<file path="src/rtl/morse_pkg.sv">
// Shared Morse definitions: decoder FSM state encoding and the ten digit
// patterns. Patterns are five symbols wide, first symbol in the MSB,
// 1 = dash, 0 = dot. The display/encoder path uses the same constants.
package morse_pkg;

    typedef enum logic [1:0] {
        ST_IDLE  = 2'd0,
        ST_PRESS = 2'd1,
        ST_GAP   = 2'd2,
        ST_EMIT  = 2'd3
    } morse_state_e;

    localparam int SYM_MAX = 5;

    localparam logic [4:0] MORSE_0 = 5'b11111;
    localparam logic [4:0] MORSE_1 = 5'b01111;
    localparam logic [4:0] MORSE_2 = 5'b00111;
    localparam logic [4:0] MORSE_3 = 5'b00011;
    localparam logic [4:0] MORSE_4 = 5'b00001;
    localparam logic [4:0] MORSE_5 = 5'b00000;
    localparam logic [4:0] MORSE_6 = 5'b10000;
    localparam logic [4:0] MORSE_7 = 5'b11000;
    localparam logic [4:0] MORSE_8 = 5'b11100;
    localparam logic [4:0] MORSE_9 = 5'b11110;

    typedef struct packed {
        logic       valid;
        logic [3:0] digit;
    } morse_digit_t;

    // Map a complete 5-symbol pattern to its digit; valid=0 for any other code.
    function automatic morse_digit_t morse_decode(input logic [4:0] pat);
        morse_digit_t r;
        r.valid = 1'b1;
        r.digit = 4'd0;
        case (pat)
            MORSE_0: r.digit = 4'd0;
            MORSE_1: r.digit = 4'd1;
            MORSE_2: r.digit = 4'd2;
            MORSE_3: r.digit = 4'd3;
            MORSE_4: r.digit = 4'd4;
            MORSE_5: r.digit = 4'd5;
            MORSE_6: r.digit = 4'd6;
            MORSE_7: r.digit = 4'd7;
            MORSE_8: r.digit = 4'd8;
            MORSE_9: r.digit = 4'd9;
            default: r.valid = 1'b0;
        endcase
        return r;
    endfunction

endpackage

</file>
<file path="src/rtl/morse_input_decoder_key_sync.sv">
// Brings the asynchronous Morse key into the clk domain through two flops
// and derives single-cycle rise/fall pulses against a one-cycle delayed copy.
module morse_key_sync (
    input  logic clk,
    input  logic rst,
    input  logic key,
    output logic level,
    output logic rise,
    output logic fall
);

    logic meta_q;
    logic key_s_q;
    logic key_dly_q;

    // Two-stage synchronizer plus the delayed copy used for edge detection.
    always_ff @(posedge clk or negedge rst) begin
        if (!rst) begin
            meta_q    <= 1'b0;
            key_s_q   <= 1'b0;
            key_dly_q <= 1'b0;
        end else begin
            meta_q    <= key;
            key_s_q   <= meta_q;
            key_dly_q <= key_s_q;
        end
    end

    assign level = key_s_q;
    assign rise  = key_s_q & ~key_dly_q;
    assign fall  = ~key_s_q & key_dly_q;

endmodule

</file>
<file path="src/rtl/morse_input_decoder.sv">
// Morse key decoder: times each press as dot or dash, collects five symbols
// into a pattern and emits the decoded digit (load) or a rejection (invalid).
// A digit is abandoned if the key stays idle for GAP_CYCLES between symbols.
module morse_input_decoder
    import morse_pkg::*;
#(
    parameter int DASH_CYCLES = 25_000_000,
    parameter int GAP_CYCLES  = 100_000_000
) (
    input  logic       clk,
    input  logic       rst,
    input  logic       key,
    input  logic       enable,
    output logic [3:0] user_input,
    output logic       load,
    output logic       invalid,
    output logic [2:0] symbol_count,
    output logic       busy
);

    localparam int PRESS_W = $clog2(DASH_CYCLES + 1);
    localparam int GAP_W   = $clog2(GAP_CYCLES + 1);

    localparam logic [PRESS_W-1:0] DASH_LIM = PRESS_W'(DASH_CYCLES);
    localparam logic [GAP_W-1:0]   GAP_LAST = GAP_W'(GAP_CYCLES - 1);

    logic key_level;
    logic key_rise;
    logic key_fall;

    morse_state_e         state_q,      state_d;
    logic [PRESS_W-1:0]   press_cnt_q,  press_cnt_d;
    logic [GAP_W-1:0]     gap_cnt_q,    gap_cnt_d;
    logic [4:0]           pattern_q,    pattern_d;
    logic [2:0]           sym_cnt_q,    sym_cnt_d;
    logic [3:0]           user_input_q, user_input_d;
    logic                 load_q,       load_d;
    logic                 invalid_q,    invalid_d;
    morse_digit_t         dec;

    morse_key_sync u_key_sync (
        .clk   (clk),
        .rst   (rst),
        .key   (key),
        .level (key_level),
        .rise  (key_rise),
        .fall  (key_fall)
    );

    // Next-state logic. The press counter counts every cycle key_s is high,
    // including the rising-edge cycle, so an N-cycle press reads N.
    always_comb begin
        state_d      = state_q;
        press_cnt_d  = press_cnt_q;
        gap_cnt_d    = gap_cnt_q;
        pattern_d    = pattern_q;
        sym_cnt_d    = sym_cnt_q;
        user_input_d = user_input_q;
        load_d       = 1'b0;
        invalid_d    = 1'b0;
        dec          = morse_decode(pattern_q);

        if (!enable) begin
            state_d     = ST_IDLE;
            press_cnt_d = '0;
            gap_cnt_d   = '0;
            pattern_d   = '0;
            sym_cnt_d   = '0;
        end else begin
            unique case (state_q)
                ST_IDLE: begin
                    press_cnt_d = '0;
                    gap_cnt_d   = '0;
                    if (key_rise) begin
                        state_d     = ST_PRESS;
                        press_cnt_d = PRESS_W'(1);
                    end
                end

                ST_PRESS: begin
                    if (key_fall) begin
                        pattern_d = {pattern_q[3:0], (press_cnt_q == DASH_LIM)};
                        sym_cnt_d = sym_cnt_q + 3'd1;
                        gap_cnt_d = '0;
                        if (sym_cnt_q == 3'(SYM_MAX - 1)) begin
                            state_d = ST_EMIT;
                        end else begin
                            state_d = ST_GAP;
                        end
                    end else if (key_level && (press_cnt_q != DASH_LIM)) begin
                        press_cnt_d = press_cnt_q + PRESS_W'(1);
                    end
                end

                ST_GAP: begin
                    // A new press wins over a timeout landing in the same cycle.
                    if (key_rise) begin
                        state_d     = ST_PRESS;
                        press_cnt_d = PRESS_W'(1);
                    end else if (gap_cnt_q == GAP_LAST) begin
                        invalid_d   = 1'b1;
                        state_d     = ST_IDLE;
                        pattern_d   = '0;
                        sym_cnt_d   = '0;
                        gap_cnt_d   = '0;
                        press_cnt_d = '0;
                    end else begin
                        gap_cnt_d = gap_cnt_q + GAP_W'(1);
                    end
                end

                ST_EMIT: begin
                    if (dec.valid) begin
                        user_input_d = dec.digit;
                        load_d       = 1'b1;
                    end else begin
                        invalid_d = 1'b1;
                    end
                    state_d     = ST_IDLE;
                    pattern_d   = '0;
                    sym_cnt_d   = '0;
                    press_cnt_d = '0;
                    gap_cnt_d   = '0;
                end

                default: begin
                    state_d = ST_IDLE;
                end
            endcase
        end
    end

    // State, datapath and registered strobes.
    always_ff @(posedge clk or negedge rst) begin
        if (!rst) begin
            state_q      <= ST_IDLE;
            press_cnt_q  <= '0;
            gap_cnt_q    <= '0;
            pattern_q    <= '0;
            sym_cnt_q    <= '0;
            user_input_q <= '0;
            load_q       <= 1'b0;
            invalid_q    <= 1'b0;
        end else begin
            state_q      <= state_d;
            press_cnt_q  <= press_cnt_d;
            gap_cnt_q    <= gap_cnt_d;
            pattern_q    <= pattern_d;
            sym_cnt_q    <= sym_cnt_d;
            user_input_q <= user_input_d;
            load_q       <= load_d;
            invalid_q    <= invalid_d;
        end
    end

    assign user_input   = user_input_q;
    assign load         = load_q;
    assign invalid      = invalid_q;
    assign symbol_count = sym_cnt_q;
    assign busy         = (state_q != ST_IDLE);

endmodule

</file>
<file path="config.mk">
export PLATFORM = sky130hd
export DESIGN_NAME = morse_input_decoder
export DESIGN_NICKNAME = d
export VERILOG_FILES = /design/src/rtl/morse_pkg.sv /design/src/rtl/morse_input_decoder_key_sync.sv /design/src/rtl/morse_input_decoder.sv
export SDC_FILE = /design/constraint.sdc
export NUM_CORES = 1
export LEC_CHECK = 0
export ABC_AREA = 1
export BUFFER_PORTS_ARGS = -buffer_cell sky130_fd_sc_hd__buf_2
export CAP_MARGIN = 20
export CORE_ASPECT_RATIO = 1.5
export CORE_MARGIN = 2
export CORE_UTILIZATION = 50
export CTS_BUF_LIST = sky130_fd_sc_hd__clkbuf_16
export DETAILED_ROUTE_END_ITERATION = 12
export HOLD_SLACK_MARGIN = 0.06
export PLACE_DENSITY = 0.73
export SYNTH_ARGS = -nofsm -noshare
export SYNTH_HDL_FRONTEND = slang
export SYNTH_SLANG_ARGS = --single-unit
</file>
<file path="constraint.sdc">
create_clock -name clk -period 4.3 [get_ports clk]
set_input_delay 0.86 -clock clk [delete_from_list [all_inputs] [get_ports clk]]
set_output_delay 0.86 -clock clk [all_outputs]
set_load 0.02 [all_outputs]
</file>
==> out/results.txt, run 1 <==
Synthesis produced a netlist whose cell count is 659. The global-route total usage across every layer is 0.222, and the count of yosys warnings during synthesis is 0. The detailed-route wire length was 10.6 mm; the total design power was 2.01 mW. Worst setup slack after layout: 1.61 ns. The highest-delay cell along the critical path was sky130_fd_sc_hd__ha_1.

The met3 track demand over resource in global routing is 0.0370, and the vias per cell is 5.35. The tools report the kind of end point of the critical path as a register. The DRC marker count from the first detailed-route iteration is 200, and the post-CTS setup buffer count is 0.

The synthesized net count is 673. The share of the cycle needed by the critical path after routing was 0.626. The number of buffers inserted by hold repair at cts came out at 0. CTS placed an instance of sky130_fd_sc_hd__clkbuf_16 at the clock tree root.

The die width works out to 83.1 µm. The number of placed I/O pins came out at 14. Overall die height: 123 µm. For the final database, setup skew stands at 0.00388 ns.

The H-tree was split into 3 levels. The tools report the clock latency reported for the late side of the worst-skew pair as 0.34 ns. The layout cell share with drive strength beyond 1 is 0.108. Post-route setup TNS: 0 ns. The final estimated routing congestion in global placement is 0.924, and the number of buffer and inverter stages on the critical path is 3. For this design, the sink count on the clock tree is 71.

TritonCTS built the clock tree. The peak fanout along the critical path came out at 24. Static timing analysis puts the maximum clock frequency at 371 MHz. After global routing, the most crowded layer is met2. Dividing the detail-routed wire length by the instance count gives 13.5 µm.

Counting distinct cell types in the post-synthesis netlist gives 38. The reg-to-reg setup timing slack was 1.61 ns. The logs give 5 for the length of the first detailed-routing pass in iterations and 4.53 ns for the data required time at the worst endpoint.

The post-cts resize count is 0. The die covers 0.0102 mm². Across the run, the number of max-cap violations was 0. The number of antenna diodes in the final layout is 0. The logs give 0 for the initial antenna violation count and 0.218 for the combinational share of power.

The initial cell density of the core was 0.510. The number of slew-limit violations in the final report is 0, and the site row count is 43. After global routing the overflow that remains totals 0. Total net switching power: 0.676 mW. In the synthesized netlist, the cells that appear most often are sky130_fd_sc_hd__nand2_1, sky130_fd_sc_hd__nor2_1, sky130_fd_sc_hd__dfrtp_1, sky130_fd_sc_hd__inv_1, sky130_fd_sc_hd__nand3_1. The net total in the final layout came out at 682. From synthesis to final layout, the design area changed by 8.51%. The dominant cell by count in the synthesized netlist is sky130_fd_sc_hd__nand2_1.

The ratio of total power to cell area is 394 mW/mm², and the clock network fraction of total power is 0.411. In this run, placement finished with an instance count of 769. Portion of synthesized cell area occupied by the leading cell type: 0.379. The fraction of synthesis flops using an asynchronous set or reset pin is 1.00, and the area of the core is 0.00920 mm². Setup repair after global routing left no endpoint under its margin.

The commonest register cell after synthesis was sky130_fd_sc_hd__dfrtp_1. The critical path goes through inv_1, ha_1, nand2_2, inv_2, o21ai_2, nand2_2, inv_2, nand2_1, xor2_1, nor2_1. The leading area contributor after synthesis was sky130_fd_sc_hd__dfrtp_1. The worst setup path is of the register to register kind.

The total of buffers placed on input and output ports was 13. The logs give 0.397 for the global routing usage on met2 and 2.92 ns for the arrival time at the worst endpoint. Number of CTS-inserted buffers: 9. The sequential element share of the synthesized area came out at 0.379.

Entering global routing, the biggest net connects 72 pins. For this run, design rule violations remaining after detail routing come to 0. The run gives 0 as the final number of hold-violating endpoints. The run gives 0.371 as the fraction of power consumed by sequential logic.

The fraction of met1 tracks used by global routing is 0.249, and the via count of the first global-routing pass is 3978. The first-pass GRT wire length is 18.3 mm, and the share of total power consumed by net switching is 0.337. For this run, the slowest stage of the critical path takes 0.80 ns. For the worst IR drop on VDD, the log shows 0.418 mV. The logs give 7.74 mm for the HPWL after detailed placement and 0 for the final number of setup-violating endpoints.

Fill cells in the final layout number 870. At the placement stage, the worst setup path has a slack of 1.65 ns. Dividing the synthesized area by the synthesized cell count gives 7.12 µm². The path class of the tightest hold or removal check is register to register.

Once detail routing completed, the nets flagged for antenna violations numbered 0. After clock tree synthesis, the clock-pin slew on the worst setup and hold paths is 0.06 ns. Counting I/O delays and the setup requirement, the final critical path takes 2.69 ns. Excluding fillers, the count of instances in the completed layout stands at 785. The flop and latch count out of synthesis is 71, and the cell internal power dissipation is 1.33 mW.

The pin slew with the least headroom to its limit came out at 0.953 ns. The worst setup path is launched from a register. For this block, the via count after detailed routing is 4201. The number of enable flip-flop cells after synthesis works out to 0. In the post-synthesis netlist, the biggest area contributors are sky130_fd_sc_hd__dfrtp_1, sky130_fd_sc_hd__nand2_1, sky130_fd_sc_hd__nor2_1, sky130_fd_sc_hd__inv_1, sky130_fd_sc_hd__nand4_1. The run finished with clean final reports.

The cell area that synthesis handed to floorplanning was 0.00469 mm². The cell family contributing the most delay on the critical path was adder cells. The run gives 2.27 nW as the standby leakage power. The headroom to the max-slew limit is 0.364. The clock passes through at most 2 buffers.
sequential cells by signal, indices dropped and copies added, names as in the netlist:
name / flops
gap_cnt_q: 27
u_key_sync.level: 1
press_cnt_q: 25
u_key_sync.key_dly_q: 1
load: 1
user_input: 4
symbol_count: 3
pattern_q: 5
state_q: 2
invalid: 1
u_key_sync.meta_q: 1
path summary, 6_finish.rpt:
path	startpoint	to	cells past startpoint
max	state_q[1]	gap_cnt_q[13]	10
min	u_key_sync.meta_q	u_key_sync.level	0
max reg2reg	state_q[1]	gap_cnt_q[13]	10
min reg2reg	u_key_sync.meta_q	u_key_sync.level	0
max in group asynchronous	rst	press_cnt_q[19]	1
min in group asynchronous	rst	gap_cnt_q[18]	1
placed cells by master (no fill, tap or decap), types with 3 or more instances in the layout:
cell	instances
sky130_fd_sc_hd__a21oi_1	4
sky130_fd_sc_hd__buf_2	12
sky130_fd_sc_hd__clkbuf_16	9
sky130_fd_sc_hd__dfrtp_1	71
sky130_fd_sc_hd__ha_1	10
sky130_fd_sc_hd__inv_1	67
sky130_fd_sc_hd__inv_2	3
sky130_fd_sc_hd__nand2_1	206
sky130_fd_sc_hd__nand2_2	6
sky130_fd_sc_hd__nand2_4	3
sky130_fd_sc_hd__nand3_1	40
sky130_fd_sc_hd__nand4_1	37
sky130_fd_sc_hd__nor2_1	111
sky130_fd_sc_hd__nor2_2	4
sky130_fd_sc_hd__nor2_4	4
sky130_fd_sc_hd__nor3_1	4
sky130_fd_sc_hd__o21ai_0	12
sky130_fd_sc_hd__o21ai_2	17
sky130_fd_sc_hd__o21bai_1	7
sky130_fd_sc_hd__xnor2_1	4
sky130_fd_sc_hd__xor2_1	13
kinds of logic after synthesis:
| family | count (synthesis) | synth area share |
|---|---|---|
| simple gates | 428 | 0.405 |
| buf+inv | 87 | 0.0883 |
| flops | 71 | 0.379 |
| compound gates | 46 | 0.0691 |
| xor+xnor | 17 | 0.0317 |
| fa+ha+maj | 10 | 0.0267 |
final cells by class:
type	instances	area (µm²)	share of cell area
clock buffers	9	225	0.0443
clock inverters	7	105	0.0207
inverters	72	275	0.0541
flip-flops and latches	71	1780	0.349
multi-input cells	501	2500	0.491
repair buffers	13	67.6	0.0133
well taps	112	140	0.0275
power groups by stage:
stage | clock network [mW] | logic, mW | registers, mW
after floorplan | 0 | 0.342 | 0.774
after detailed placement | 0 | 0.437 | 0.757
after CTS | 0.838 | 0.438 | 0.745
final | 0.825 | 0.437 | 0.745
after global routing | 0.872 | 0.490 | 0.750
after global placement | 0 | 0.426 | 0.754
per-layer routing:
metal  vias to the layer above  wire [µm]  part of all wire
li1                       2128          -                 -
met1                      1968       4400              0.41
met2                        78       5570              0.52
met3                        27        267             0.025
met4                         0        396             0.037
met5                         -          0                 0
per-stage QoR:
| stage | util | hold slack, ns | area [µm²] |
|---|---|---|---|
| floorplan | - | 0.331 | 4690 |
| global placement | 0.517 | 0.337 | 4760 |
| detailed placement | 0.517 | 0.338 | 4760 |
| CTS | 0.553 | 0.352 | 5090 |
| global route | 0.553 | 0.371 | 5090 |
| finish | 0.553 | 0.355 | 5090 |
(Power assumes the default switching activity.)
==> run 2, diff against run 1 <==
Clock period 4.3 ns to 2.6 ns, I/O delays scaled along.
==> run 2 against run 1 <==
Cell count grew 0.25%. Core utilization is 0.45 points lower. Global-route usage grew 0.31 points. Largest cell class unchanged. Highest routed layer unchanged.
==> out/results.txt, run 2 (synthesis results as in run 1) <==
The biggest cell delay along the critical path is 0.40 ns, and the HPWL after detailed placement is 7.78 mm. Before antenna repair, the detailed router went through 5 iterations. The headroom to the max-slew limit is 0.409.

Shortest period the worst path allows: 2.09 ns. Relative to the synthesized area, the layout overhead comes to 7.63%. The signal on the critical path passes through inv_1, ha_1, nand2_2, inv_2, o21ai_2, nand2_2, inv_2, nand2_4, inv_6, nor2_1. The run gives 4130 as the detailed-route via count. In this run the worst path has a maximum fanout of 21. TritonCTS created 9 clock buffers.

Across the routed clock network, the largest skew measured is 0.00809 ns. Post-CTS clock slew at the launch and capture registers of the worst setup and hold paths: 0.06 ns. Summed over all cells, the static leakage comes to 2.25 nW.

The tools report the kind of end point of the critical path as a register. Post-CTS setup buffer count: 0. The worst-case IR drop observed on VDD is 0.454 mV. Share of the cycle needed by the critical path after routing: 0.805. TritonCTS built the clock tree.

The tools report the placement-stage cell area as 0.00480 mm². The most utilized layer in the global route result was met2. Root buffer cell: sky130_fd_sc_hd__clkbuf_16. Clock latency reported for the late side of the worst-skew pair: 0.34 ns. The tools report the clock sink total as 71.

The path type of the worst setup path was register to register. Global routing usage on met2: 0.414. The path type of the worst min-delay path was input port to asynchronous set/reset pin.

The top cell types in the final layout, fill and taps aside, are sky130_fd_sc_hd__nand2_1, sky130_fd_sc_hd__nor2_1, sky130_fd_sc_hd__dfrtp_1. The run gives 0 as the final number of hold-violating endpoints. In this run the horizontal extent of the chip is 83.1 µm. Via count of the first global-routing pass: 4167. From bottom edge to top edge, the die measures 123 µm. Setup repair after global routing left no endpoint under its margin.

The layout cell share with drive strength beyond 1 is 0.110. Max-cap violations in this run came to 0. For this run, design rule violations remaining after detail routing come to 0.

The total of buffers placed on input and output ports works out to 13. STA classifies the critical path startpoint as a register. For the pin with the worst max-slew slack, the measured transition is 0.887 ns.

The slowest stage of the critical path is the sky130_fd_sc_hd__inv_2 cell. The flow ran to the end, and the final reports show no timing, DRC or antenna violations. At the worst endpoint, the required time is 2.83 ns. Largest register by flop count: gap_cnt_q.

The first-pass GRT wire length was 18.5 mm; the final estimated routing congestion in global placement was 0.880. The fraction of met1 tracks used by global routing was 0.249. During I/O placement, the number of pins put on the boundary was 14. The clock passes through at most 2 buffers.

The maximum clock frequency came out at 478 MHz. The layout has 875 filler cells. Tracing the worst setup path back leads to its startpoint at state_q[1].

The repair_antennas step left the layout with diodes totalling 0. The number of routed nets with antenna violations was 0; the area of the core was 0.00920 mm². The logs give 0 for the post-cts resize count and 0.0343 for the met3 track demand over resource in global routing. The total die area was 0.0102 mm²; the aggregate global routing overflow was 0. The flip-flop count of the largest register after layout was 27. The run gives 3 as the number of H-tree branching levels. Setup total negative slack on the finished layout was measured at 0 ns.

For the global-route total usage across every layer, the log shows 0.225. Dividing the detail-routed wire length by the instance count gives 13.4 µm. The largest registers in the layout are gap_cnt_q: 27 flops, press_cnt_q: 25 flops, pattern_q: 5 flops. The first routing iteration left 222 violations.

Using the TritonRoute via totals, the vias-per-cell ratio works out to 5.25. The final instance area is 0.00505 mm². The final number of setup-violating endpoints was 0.

The tools report the critical register-to-register path startpoint as state_q[1]. The run gives 0 as the initial antenna violation count. In the final design database the tool counted 687 nets. The number of buffers inserted by hold repair at cts is 0, and the largest net degree at the start of global routing is 72. The final layout contains routed wiring with a total length of 10.6 mm.

The tools report the initial cell density of the core as 0.510. The site row count is 43, and the ratio of total power to cell area is 605 mW/mm². The number of slew-limit violations in the final report was 0. Most common cell after layout, fill and taps aside: sky130_fd_sc_hd__nand2_1. Data arrives at the worst endpoint at 2.32 ns.
[run 2: worst paths after layout]
check,to,cells past startpoint,slack [ns]
max,gap_cnt_q[25],10,0.51
max in group asynchronous,press_cnt_q[22],1,1.71
max reg2reg,gap_cnt_q[25],10,0.51
min in group clk,u_key_sync.meta_q,1,0.29
min reg2reg,u_key_sync.level,0,0.35
min,gap_cnt_q[13],1,0.29
[run 2: metal layers]
| metal | wire (µm) | vias to the layer above |
|---|---|---|
| met5 | 0 | - |
| met4 | 346 | 0 |
| met3 | 287 | 24 |
| met2 | 5570 | 62 |
| met1 | 4370 | 1918 |
| li1 | - | 2126 |
[run 2: where the power goes]
group / switching [mW] / leakage [nW] / internal [mW]
logic: 0.546 / 1.16 / 0.202
registers: 0.0646 / 0.978 / 1.17
clock network: 0.451 / 0.113 / 0.625
total: 1.06 / 2.25 / 1.99
[run 2: final cells by class]
| type | count | area [µm²] | share of cell area |
|---|---|---|---|
| inverter | 72 | 275 | 0.0545 |
| multi-input combinational | 501 | 2500 | 0.495 |
| tap | 112 | 140 | 0.0278 |
| clock buffer | 9 | 225 | 0.0446 |
| sequential | 71 | 1780 | 0.352 |
| clock inverter | 4 | 26.3 | 0.00521 |
| timing repair buffer | 18 | 105 | 0.0208 |
[run 2: critical path: cells and delay by family (launching register included)]
family,cells,cell delay [ns]
AND/OR/NAND/NOR,4,0.56
flip-flops,1,0.39
buffers and inverters,4,0.75
adder cells (fa/ha/maj),1,0.22
AO/OA/AOI/OAI,1,0.07
[run 2: through the flow]
stage | instances | power [mW] | setup slack [ns] | hold WS, ns | utilization
global route | 787 | 3.24 | 0.340 | 0.280 | 0.549
detailed placement | 774 | 2.00 | 0.509 | 0.342 | 0.521
CTS | 787 | 3.09 | 0.500 | 0.286 | 0.549
global placement | 774 | 1.98 | 0.539 | 0.339 | 0.521
floorplan | 659 | 1.84 | 0.964 | 0.224 | -
finish | 787 | 3.06 | 0.508 | 0.287 | 0.549
==> run 3, diff against run 2 <==
Settings changed: PLACE_DENSITY 0.73 to 0.76.
Clock period 2.6 ns to 1.68 ns, I/O delays scaled along.
==> run 3 against run 2 <==
Flip-flop and latch count did not move. Non-clock buffer count rose by 40. Cell count grew 5.5%. Design area rose by 12%. Worst hold slack worse by 0.18 ns. Worst setup slack worse by 0.50 ns. Global-route usage fell by 0.38 points. Clock skew decreased by 0.0032 ns. Core utilization grew 6.4 points. Clock-buffer cell count unchanged. Clock power is 66% higher. Fmax is 25% higher. Critical path type unchanged. Largest cell class unchanged. Highest routed layer unchanged.
==> out/results.txt, run 3 (synthesis results as in run 1) <==
Wires add up to 11.8 mm. The startpoint identified for the worst hold timing path is key. The flip-flop count of the largest register after layout works out to 27. The overall die height works out to 123 µm. The share of the cycle needed by the critical path after routing was 0.995.

After filler insertion, the fill cell instance count of the layout stands at 774. Dividing the detail-routed wire length by the instance count gives 14.2 µm. The layout cell share with drive strength beyond 1 is 0.205. The run gives 798 as the placed cell count. The run gives 0.350 as the fraction of power consumed by sequential logic.

In this run the power density over the cells is 955 mW/mm². The signal on the critical path passes through buf_4, ha_2, nand4_1, nand2_4, nor2_4, nand2_1, nor2_2, nand2_1, nand2_1, nor2_1. The number of antenna diodes in the final layout is 0. The run gives 0 as the final number of hold-violating endpoints. For this run, design rule violations remaining after detail routing come to 0. The run gives 0 as the number of routed nets with antenna violations.

The via count of the first global-routing pass was 4144; the post-CTS clock slew at the launch and capture registers of the worst setup and hold paths was 0.06 ns. Data on the critical path arrives at its endpoint at 1.89 ns. The largest registers in the layout are gap_cnt_q: 27 flops, press_cnt_q: 25 flops, pattern_q: 5 flops. 14 I/O pins were placed. The total die area is 0.0102 mm². The area growth from synthesis to layout is 20.1%. The root buffer cell was sky130_fd_sc_hd__clkbuf_16. The smallest clock period supported by the final layout is computed as 1.67 ns. The run gives 0.318 as the combinational share of power.

Clock tree synthesis found a total of 71 sinks. The first detailed-routing pass ran for 6 iterations. The run gives 0.332 as the clock network fraction of total power. The run finished with clean final reports. The library cell appearing most often on the critical path is sky130_fd_sc_hd__nand2_1. After legalization and detailed placement, the total HPWL measured 8.08 mm. The run gives 1.90 ns as the data required time at the worst endpoint.

The number of cells on the worst reg-to-reg path is 10. The tools report the total net switching power as 1.90 mW. Clock skew on the completed layout was measured at 0.00492 ns.

Setup slack closes at 0.00791 ns. For the pin with the worst max-slew slack, the measured transition is 0.375 ns. The headroom to the max-slew limit was 0.750.

The tools report the number of buffers on the longest clock path as 2. The largest register by flop count was gap_cnt_q. In the final design database the tool counted 727 nets. For this block, the initial DRC count from the detailed router was 342. TritonCTS built the clock tree. The tools report the area of the core as 0.00920 mm². The die is 83.1 µm wide.

Initial cell density of the core: 0.510. The highest-delay cell along the critical path was sky130_fd_sc_hd__dfrtp_1. The clock latency reported for the late side of the worst-skew pair was 0.33 ns. The worst hold path cell count came out at 1. The worst IR drop on VDD was 0.939 mV; the global-route total usage across every layer was 0.221.

The top cell types in the final layout, fill and taps aside, are sky130_fd_sc_hd__nand2_1, sky130_fd_sc_hd__nor2_1, sky130_fd_sc_hd__dfrtp_1. The run gives 0 as the number of slew-limit violations in the final report. On the worst path, the slowest cell contributes a delay of 0.42 ns. The congestion estimate from routability-driven global placement came to 0.967. The worst flop-to-flop path endpoint is gap_cnt_q[17].

Final hold analysis gives a worst-case slack of 0.111 ns. The first global-routing pass estimated 18.4 mm of wire. The analysis attributes to cell leakage a power of 2.55 nW. For the number of H-tree branching levels, the log shows 3. The tools report the worst-case hold path end point as u_key_sync.meta_q.

The initial antenna violation count was 0; the total of buffers placed on input and output ports was 13. Critical register-to-register path startpoint: state_q[1]. The cell internal power dissipation was 3.48 mW; the reg-to-reg setup timing slack was 0.008 ns. Setup repair after global routing could not meet its margin everywhere. The tools report the aggregate global routing overflow as 0. Entering global routing, the biggest net connects 72 pins. The max-cap check violation count is 0, and the post-route setup TNS is 0 ns. The worst setup path is captured at a register. Counting the buffers created by CTS gives 9. The path type of the worst min-delay path is input port to register.

In the routed layout, each cell is associated on average with a via count of 5.49. The worst setup path is launched from a register. At the placement stage, the worst setup path has a slack of -0.0741 ns. The floorplan has 43 rows.

The final design utilization is 0.612. Share of total power consumed by net switching: 0.354. Setup violations remaining at the end of the flow were counted as 0.

The maximum clock frequency was 598 MHz; the detailed-route via count was 4553. The most common cell after layout, fill and taps aside is sky130_fd_sc_hd__nand2_1. In this run the worst path has a maximum fanout of 7.

The worst setup path is of the register to register kind. The post-layout instance count excluding filler cells is 830.
==> run 3: cell count changes in the layout (fill, tap and decap cells not counted), moves of 7 or more <==
cell | before | now
sky130_fd_sc_hd__nand2_2 | 6 | 13
sky130_fd_sc_hd__buf_4 | 6 | 33
sky130_fd_sc_hd__nor2_1 | 111 | 103
sky130_fd_sc_hd__nand2_1 | 206 | 196
sky130_fd_sc_hd__buf_6 | 0 | 8
==> run 3: critical path: cells and delay by family, from the launching register on <==
kind                     cells  cell delay (ns)
flip-flops                   1             0.42
AND/OR/NAND/NOR              8             0.81
adder cells (fa/ha/maj)      1             0.18
buffers and inverters        1             0.15
==> run 3: what timing repair did <==
action / in CTS / in global routing
setup endpoints to repair: 46 / 60
hold buffers: 1 / 0
pin swaps: 1 / 15
resized for setup: 6 / 51
setup buffers: 2 / 10
endpoints found under the hold margin: 68 / 0
gates cloned: 0 / 3
==> run 3: per-stage QoR <==
step | power, mW | area, µm²
6_report | 5.38 | 5630
5_1_grt | 5.64 | 5630
4_1_cts | 5.09 | 5330
3_5_place_dp | 3.25 | 5000
3_3_place_gp | 3.21 | 5000
2_1_floorplan | 2.86 | 4690
==> run 3: area by class of cell <==
type / count / area (µm²) / share of cell area
Clock inverter: 7 / 55.1 / 0.00977
Sequential cell: 71 / 1780 / 0.316
Timing Repair Buffer: 58 / 498 / 0.0884
Clock buffer: 9 / 225 / 0.0400
Inverter: 72 / 283 / 0.0502
Multi-Input combinational cell: 501 / 2650 / 0.471
Tap cell: 112 / 140 / 0.0249
==> run 3: metal layers <==
metal | vias up | share of wire | global-route usage
met5 | - | 0 | 0
met4 | 0 | 0.031 | 0.0984
met3 | 32 | 0.041 | 0.0323
met2 | 155 | 0.52 | 0.397
met1 | 2148 | 0.41 | 0.263
li1 | 2218 | - | -
==> run 3: how the worst max path moves through the flow <==
stage / from / end / depth (start not counted)
2_1_floorplan: state_q[1] / gap_cnt_q[24] / 11
3_3_place_gp: state_q[1] / gap_cnt_q[14] / 11
3_5_place_dp: state_q[1] / gap_cnt_q[4] / 10
4_1_cts: state_q[1] / gap_cnt_q[17] / 12
5_1_grt: state_q[1] / gap_cnt_q[17] / 10
6_report: state_q[1] / gap_cnt_q[17] / 10
==> run 3: power groups by stage <==
stage                     registers [mW]  logic (mW)  clock network (mW)
after floorplan                     1.98       0.875                   0
after global placement              1.91        1.30                   0
after detailed placement            1.92        1.33                   0
after CTS                           1.89        1.39                1.82
after global routing                1.90        1.85                1.89
final                               1.88        1.71                1.79
